<file path="config.mk">
export PLATFORM = sky130hd
export DESIGN_NAME = serial_sub_ctrl
export DESIGN_NICKNAME = d
export VERILOG_FILES = /design/src/rtl/serial_sub_ctrl.sv
export SDC_FILE = /design/constraint.sdc
export NUM_CORES = 1
export LEC_CHECK = 0
export ABC_CLOCK_PERIOD_IN_PS = 2200
export CAP_MARGIN = 25
export CORE_ASPECT_RATIO = 0.5
export CORE_UTILIZATION = 41
export CTS_BUF_LIST = sky130_fd_sc_hd__clkbuf_16
export DETAILED_ROUTE_END_ITERATION = 6
export GPL_ROUTABILITY_DRIVEN = 0
export PLACE_DENSITY = 0.68
export SYNTH_ARGS = -nofsm -noshare
export SYNTH_HDL_FRONTEND = slang
export SYNTH_SLANG_ARGS = --single-unit
</file>
<file path="constraint.sdc">
create_clock -name clk -period 2.2 [get_ports clk]
set_input_delay 0.66 -clock clk [delete_from_list [all_inputs] [get_ports clk]]
set_output_delay 0.66 -clock clk [all_outputs]
set_load 0.05 [all_outputs]
</file>
<file path="src/rtl/serial_sub_ctrl.sv">
// serial_sub_ctrl: sequencer for a bit-serial WIDTH-bit subtractor.
// Two chained half-subtractor cells plus a borrow register process one bit per
// clock, LSB first. A start in IDLE captures the operands. The result is
// published with a one-cycle done pulse after exactly WIDTH shift cycles.
//
// Optional build macro:
//   SERIAL_SUB_SAT_EN - floor-saturate: present diff as zero when the final
//                       borrow is set. borrow still reports 1.

module serial_sub_ctrl #(
    parameter int unsigned WIDTH = 8
) (
    input  logic             clk,
    input  logic             rst,
    input  logic             start,
    input  logic [WIDTH-1:0] a,
    input  logic [WIDTH-1:0] b,
    output logic             busy,
    output logic             done,
    output logic [WIDTH-1:0] diff,
    output logic             borrow
);

    localparam int unsigned CntW = (WIDTH > 1) ? $clog2(WIDTH) : 1;
    localparam logic [CntW-1:0] LastCnt = CntW'(WIDTH - 1);

    typedef enum logic [1:0] {
        StIdle  = 2'd0,
        StShift = 2'd1,
        StDone  = 2'd2
    } state_e;

    state_e           state_q, state_d;
    logic [WIDTH-1:0] a_sr_q, a_sr_d;
    logic [WIDTH-1:0] b_sr_q, b_sr_d;
    logic [WIDTH-1:0] diff_sr_q, diff_sr_d;
    logic             br_q, br_d;
    logic [CntW-1:0]  cnt_q, cnt_d;
    logic             busy_q, busy_d;
    logic             done_q, done_d;
    logic [WIDTH-1:0] diff_q, diff_d;
    logic             borrow_q, borrow_d;

    // Half-subtractor cell outputs for the current bit.
    logic             ai, bi;
    logic             d1, b1;
    logic             dout, b2;
    logic             br_next;
    logic [WIDTH-1:0] sr_next;
    logic [WIDTH-1:0] result;

    // Two chained half-subtractors: operand bits first, then the running borrow.
    always_comb begin
        ai      = a_sr_q[0];
        bi      = b_sr_q[0];
        d1      = ai ^ bi;
        b1      = ~ai & bi;
        dout    = d1 ^ br_q;
        b2      = ~d1 & br_q;
        br_next = b1 | b2;
        // The result bit enters at the MSB, so after WIDTH shifts bit 0 lands at LSB.
        sr_next = {dout, diff_sr_q[WIDTH-1:1]};
`ifdef SERIAL_SUB_SAT_EN
        result  = br_next ? '0 : sr_next;
`else
        result  = sr_next;
`endif
    end

    // Next-state and next-output logic. Outputs are registered, so busy and
    // done follow the state being entered.
    always_comb begin
        state_d   = state_q;
        a_sr_d    = a_sr_q;
        b_sr_d    = b_sr_q;
        diff_sr_d = diff_sr_q;
        br_d      = br_q;
        cnt_d     = cnt_q;
        busy_d    = 1'b0;
        done_d    = 1'b0;
        diff_d    = diff_q;
        borrow_d  = borrow_q;

        unique case (state_q)
            StIdle: begin
                if (start) begin
                    a_sr_d    = a;
                    b_sr_d    = b;
                    diff_sr_d = '0;
                    br_d      = 1'b0;
                    cnt_d     = '0;
                    busy_d    = 1'b1;
                    state_d   = StShift;
                end
            end
            StShift: begin
                a_sr_d    = {1'b0, a_sr_q[WIDTH-1:1]};
                b_sr_d    = {1'b0, b_sr_q[WIDTH-1:1]};
                diff_sr_d = sr_next;
                br_d      = br_next;
                cnt_d     = cnt_q + 1'b1;
                if (cnt_q == LastCnt) begin
                    // Publish the result only here, so it is never visible mid-operation.
                    diff_d   = result;
                    borrow_d = br_next;
                    done_d   = 1'b1;
                    state_d  = StDone;
                end else begin
                    busy_d = 1'b1;
                end
            end
            StDone: begin
                state_d = StIdle;
            end
            default: begin
                state_d = StIdle;
            end
        endcase
    end

    // Register all state and outputs. Reset clears everything asynchronously.
    always_ff @(posedge clk or posedge rst) begin
        if (rst) begin
            state_q   <= StIdle;
            a_sr_q    <= '0;
            b_sr_q    <= '0;
            diff_sr_q <= '0;
            br_q      <= 1'b0;
            cnt_q     <= '0;
            busy_q    <= 1'b0;
            done_q    <= 1'b0;
            diff_q    <= '0;
            borrow_q  <= 1'b0;
        end else begin
            state_q   <= state_d;
            a_sr_q    <= a_sr_d;
            b_sr_q    <= b_sr_d;
            diff_sr_q <= diff_sr_d;
            br_q      <= br_d;
            cnt_q     <= cnt_d;
            busy_q    <= busy_d;
            done_q    <= done_d;
            diff_q    <= diff_d;
            borrow_q  <= borrow_d;
        end
    end

    assign busy   = busy_q;
    assign done   = done_q;
    assign diff   = diff_q;
    assign borrow = borrow_q;

endmodule

</file>
==> metrics.md, run 1 <==
| Metric | Value |
|---|---|
| CP startpoint kind | flip-flop |
| Mapped Area | ~0.0018 sq mm |
| DR DRC count | 0 |
| Critical path capture point type | output pin |
| Setup ws final | 0.114 ns |
| Synth area leader | dfrtp_1 |
| Layout area overhead | 25.4% |
| Area share of the largest cell type after synthesis | 55.3% |
| Antenna Nets Post-Route | 0 |
| CP required | 1.54 ns |
| Die area | 0.00470 sq mm |
| Clock root buffer | clkbuf_16 |
| Max Freq | roughly 480 MHz |
| Inst Count DP | 217 |
| Crit path launch | diff[3]$_DFFE_PP0P_ |
| DR WL/cell | 14.0 um |
| Drt pass-1 iters | 4 |
| Post-CTS sizing | 0 |
| Crit path time final | 2.09 ns |
| Setup bufs post-CTS | 0 |
| Max-Cap Viols | 0 |
| HPWL Detailed | between 2 and 2.5 mm |
| Starting density of the core | ~45% |
| IO Pins | 30 |
| Diode count | 0 |
| Largest net degree at the start of global routing | 41 |
| Total Routing Usage GR | 15.8% |
| First-pass GRT wire length | 5.51 mm |
| FF-to-FF setup slack | 0.73 ns |
| CORE AREA | 0.00406 sq mm |
| Cell count after synthesis | approximately 140 |
| TritonCTS buffer count | 5 |
| Syn_area_per_cell | ~13 sq um |
| CP max-delay cell | clkdlybuf4s50_1 |
| Worst-Margin Slew | 0.608 ns |
| H-tree depth | 2 |
| Slew HR | approximately three fifths |
| Worst path max stage delay | 0.80 ns |
| CTS Hold Bufs | 0 |
| DR iter-0 viols | 69 |
| Number of global-route vias before repair | 1156 |
| CTS tree | built |
| Worst hold path type | reg2reg |
| Skew final | 0.00254 ns |
| Period utilisation layout | 94.8% |
| Clk buf depth | 2 |
| Critical path peak fanout | 2 |
| Setup TNS Final | 0 ns |
| CP Buf/Inv Count | 1 |
| Status | finished, final reports clean |
| Total Power | 3.40 mW |
| CP endpoint | diff[3] |
| Sequential fraction of the synthesis area | 55.3% |
| Clock latency on the worst-skew pair | about 0.28 ns |
| #FFs+latches synth | 40 |
| PwrDens | 1500 mW/mm^2 |
| RSZ-0062 raised after global routing | false |
| Buffers on Ports | 29 |
| Worst Hold Slack | 0.496 ns |
| Gr ovfl total | 0 |
| Leak Pwr | between 1 and 1.5 nW |
| Die X | 95.9 um |
| Final Hold Vio Count | 0 |
| Die Ht | about 49 um |
| Critical path depth | 1 |
| FF-to-FF Start | cnt_q[0]$_DFFE_PP0P_ |
| Slew Limit Fails | 0 |
| Critical path class | reg2out |
| Top area cells in the synthesized netlist | dfrtp_1 (55%), mux2_2 (6.2%), a22o_1 (5.8%) |
| Crit path DAT | roughly 1.4 ns |
| Initial antenna violation count | 0 |
| Net Count, Synth | 163 |
| FP Rows | 16 |
| CP cell instances | clkdlybuf4s50_1 |
| Share of layout cells above drive strength 1 | about 15% |
| Layout Nets | 192 |
| Final setup violation count | 0 |
| Worst VDD drop | 0.579 mV |
| Finished Layout Cells | 225 |
| Total wire length | about 3.1 mm |
| Setup WS pre-CTS | between 0.15 and 0.2 ns |
| Vias/cell | 5.19 |
| CP top delay family | buffers and inverters |
| TritonCTS Sinks | 40 |
| Reg2Reg Depth | 4 |
| Library cells used by synthesis | 21 |
| FF-to-FF End | diff[6]$_DFFE_PP0P_ |
| Via count | 1167 |
| Clock slew at reported path FFs | 0.06 ns |
| YS warnings | 0 |
-- routing by layer --
metal / part of all wire (%) / routed length (um) / up-vias / global-route usage [%]
li1: - / - / 562 / -
met1: 50 / 1560 / 576 / 21.1
met2: 44 / 1370 / 24 / 23.2
met3: 5.2 / 162 / 5 / 5.14
met4: 1.7 / 54 / 0 / 7.46
met5: 0 / 0 / - / 0
-- cell usage after synthesis --
| cell | count |
|---|---|
| a222oi_1 | 4 |
| buf_6 | 3 |
| o21bai_4 | 1 |
| a211oi_1 | 10 |
| nand3b_4 | 1 |
| inv_1 | 19 |
| nor2_1 | 4 |
| mux2_2 | 10 |
| buf_4 | 1 |
| nor3b_1 | 11 |
| ha_1 | 2 |
| clkbuf_1 | 2 |
| dfrtp_1 | 40 |
| a22o_1 | 12 |
| buf_2 | 4 |
| o21ba_2 | 2 |
| nor2b_4 | 1 |
| buf_12 | 1 |
| nor4b_1 | 10 |
| nor2b_1 | 2 |
| fa_1 | 1 |
-- cells in the final DEF (no fill, tap or decap), drive strengths merged --
cell type	count
nor2b	3
clkbuf	5
inv	19
a211oi	10
a22o	12
mux2	10
buf	5
nand3b	1
a222oi	4
o21ba	2
nor2	4
clkinv	2
clkdlybuf4s50	28
ha	2
nor4b	10
bufinv	1
dfrtp	40
fa	1
nor3b	11
o21bai	1
-- per-stage QoR --
step                      util (%)  area (sq um)
after global routing          55.8          2270
after global placement        51.8          2110
final                         55.8          2270
after floorplan                  -          1810
after detailed placement      51.8          2110
after CTS                     55.8          2270
-- power breakdown --
part | leakage (nW) | internal [mW] | switching [mW]
registers | 0.496 | 1.06 | 0.207
logic | 0.466 | 0.610 | 0.724
clock network | 0.0789 | 0.526 | 0.267
-- worst min path at each step --
stage	start	end	slack [ns]	depth (start not counted)
detailed placement	br_q$_DFFE_PP0P_	br_q$_DFFE_PP0P_	0.48	1
global route	diff[7]$_DFFE_PP0P_	diff[7]$_DFFE_PP0P_	0.52	1
CTS	br_q$_DFFE_PP0P_	br_q$_DFFE_PP0P_	0.51	1
finish	br_q$_DFFE_PP0P_	br_q$_DFFE_PP0P_	0.50	1
global placement	diff_sr_q[1]$_DFFE_PP0P_	diff_sr_q[1]$_DFFE_PP0P_	0.49	1
floorplan	diff_sr_q[1]$_DFFE_PP0P_	diff_sr_q[1]$_DFFE_PP0P_	0.46	1
-- state kept, by name, summed over array words and instances (netlist names) --
register / count
a_sr_q: 8
b_sr_q: 8
diff: 8
diff_sr_q: 7
cnt_q: 3
state_q: 2
borrow: 1
br_q: 1
busy: 1
done: 1
-- final cells by class --
| cell class | count | area (sq um) |
|---|---|---|
| fillers | 352 | 1800 |
| flip-flops and latches | 40 | 1000 |
| multi-input cells | 71 | 648 |
| repair buffers | 33 | 318 |
| clock buffers | 5 | 125 |
| inverters | 19 | 71.3 |
| well taps | 54 | 67.6 |
| clock inverters | 3 | 37.5 |
-- cells by family (layout without fill, tap and decap cells) --
kind of cell	count (synthesis)	in the layout	share of synthesized area, %
mux	10	10	6.22
compound gates	29	29	14.3
flops	40	40	55.3
fa+ha+maj	3	3	2.49
simple gates	29	29	12.8
buf+inv	30	60	8.85
No activity file was read; power rests on OpenSTA's default activity.
==> run 2: changes to the inputs <==
Settings changed: CTS_CLUSTER_DIAMETER set to 120.
==> results of run 2 <==
Final layout, timing and power as in run 1 (identical DEF).
==> run 3: changes to the inputs <==
Settings changed: RECOVER_POWER set to 100.
==> metrics.md, run 3 (same netlist as run 1, synthesis figures left out) <==
| Metric | Value |
|---|---|
| Critical path peak fanout | 2 (unchanged) |
| Period utilisation layout | 97.2% (+2.4 points) |
| Final Hold Vio Count | 0 (unchanged) |
| CP required | 1.54 ns (about the same) |
| TritonCTS Sinks | 40 (unchanged) |
| Setup WS pre-CTS | 0.160 ns (unchanged) |
| Inst Count DP | 217 (unchanged) |
| Share of layout cells above drive strength 1 | 14.0% (-1.2 points) |
| Drt pass-1 iters | 4 (unchanged) |
| First-pass GRT wire length | 5.51 mm (unchanged) |
| Max-Cap Viols | 0 (unchanged) |
| Leak Pwr | 1.03 nW (-1.3%) |
| Status | finished, final reports clean |
| Total Routing Usage GR | 15.8% (unchanged) |
| DR DRC count | 0 (unchanged) |
| Skew final | 0.00275 ns (+0.000203 ns) |
| Slew HR | 37.1% (-22 points) |
| Clock latency on the worst-skew pair | 0.28 ns (about the same) |
| Worst path max stage delay | 0.87 ns (+0.07 ns) |
| Cell Area, Placed | 0.00211 sq mm (unchanged) |
| CP cell instances | dlygate4sd3_1 |
| Most common cell after layout, fill and taps aside | dfrtp_1 |
| HPWL Detailed | 2.03 mm (unchanged) |
| Setup TNS Final | 0 ns (unchanged) |
| TritonCTS buffer count | 5 (unchanged) |
| Layout Nets | 192 (unchanged) |
| Slew Limit Fails | 0 (unchanged) |
| Critical path class | reg2out |
| Via count | 1172 (+0.43%) |
| CTS tree | built |
| Vias/cell | 5.21 (+0.43%) |
| DR iter-0 viols | 58 (-16%) |
| Setup ws final | 0.0608 ns (-0.0530 ns) |
| CP Buf/Inv Count | 1 (unchanged) |
| Buffers on Ports | 29 (unchanged) |
| Most frequent cells in the layout | dfrtp_1 (40), clkdlybuf4s50_1 (23), inv_1 (19), a22o_1 (12), nor3b_1 (11) |
| Antenna Nets Post-Route | 0 (unchanged) |
| Diode count | 0 (unchanged) |
| CP startpoint kind | flip-flop |
| Clock root buffer | clkbuf_16 |
| Worst Hold Slack | 0.497 ns (+0.000758 ns) |
| CORE AREA | 0.00406 sq mm (unchanged) |
| Max Freq | 467 MHz (-2.5%) |
| # fillers | 357 (+1.4%) |
| FP Rows | 16 (unchanged) |
| Total Power | 3.37 mW (-0.66%) |
| FF-to-FF setup slack | 0.48 ns (-0.25 ns) |
| Crit path time final | 2.14 ns (+0.0530 ns) |
| Die area | 0.00470 sq mm (unchanged) |
| CTS Hold Bufs | 0 (unchanged) |
| Finished Layout Cells | 225 (unchanged) |
| Largest net degree at the start of global routing | 41 (unchanged) |
| Number of global-route vias before repair | 1156 (unchanged) |
| Layout area overhead | 24.3% |
| Fin util | 55.4% (-0.46 points) |
| Worst VDD drop | 0.580 mV (+0.18%) |
| Clk buf depth | 2 (unchanged) |
| Die X | 95.9 um (unchanged) |
| CP max-delay cell | dlygate4sd3_1 |
| Area of the multi-input gates | 636 sq um (-1.9%) |
| Clock slew at reported path FFs | 0.06 ns (about the same) |
| IO Pins | 30 (unchanged) |
| Total wire length | 3.14 mm (about the same) |
| H-tree depth | 2 (unchanged) |
| Crit path DAT | 1.48 ns (+0.05 ns) |
| Gr ovfl total | 0 (unchanged) |
| Final setup violation count | 0 (unchanged) |
| Critical path capture point type | output pin |
| PwrDens | 1500 mW/mm^2 (+0.17%) |
| Worst hold path type | reg2reg |
| Worst-Margin Slew | 0.943 ns (+0.335 ns) |
| CP top delay family | buffers and inverters |
| Starting density of the core | 44.5% (unchanged) |
| Initial antenna violation count | 0 (unchanged) |
| DR WL/cell | 14.0 um (about the same) |
| Register area | 0.00100 sq mm (unchanged) |
| Die Ht | 49.0 um (unchanged) |
| Setup bufs post-CTS | 0 (unchanged) |
| Post-CTS sizing | 0 (unchanged) |
| RSZ-0062 raised after global routing | false |
| Final Cell Area | 0.00225 sq mm (-0.83%) |
## run 3: power breakdown
part	switching (mW)	internal, mW	total, mW
registers	0.202	1.06	1.27
logic	0.722	0.593	1.32
clock network	0.267	0.526	0.794
total	1.19	2.18	3.37
## run 3: final timing paths
| kind | from | end | depth (start not counted) |
|---|---|---|---|
| hold reg to reg | br_q$_DFFE_PP0P_ | br_q$_DFFE_PP0P_ | 1 |
| hold / removal | br_q$_DFFE_PP0P_ | br_q$_DFFE_PP0P_ | 1 |
| min in group asynchronous | rst | done$_DFF_PP0_ | 3 |
| max in group asynchronous | rst | b_sr_q[4]$_DFFE_PP0P_ | 3 |
| setup reg to reg | cnt_q[0]$_DFFE_PP0P_ | diff[6]$_DFFE_PP0P_ | 4 |
| setup / recovery | diff[7]$_DFFE_PP0P_ | diff[7] | 1 |
## run 3: final cells by class
cell class	count	share of cell area [%]
clock buffer	5	5.56
clock inverter	3	1.67
sequential	40	44.5
inverter	19	3.17
tap	54	3.00
multi-input combinational	71	28.3
timing repair buffer	33	13.8
## run 3: layer usage
layer	wire length [um]	vias to the layer above	track usage, %
met5	0	-	0
met4	54	0	7.46
met3	142	5	5.14
met2	1370	19	23.2
met1	1570	585	21.1
li1	-	563	-
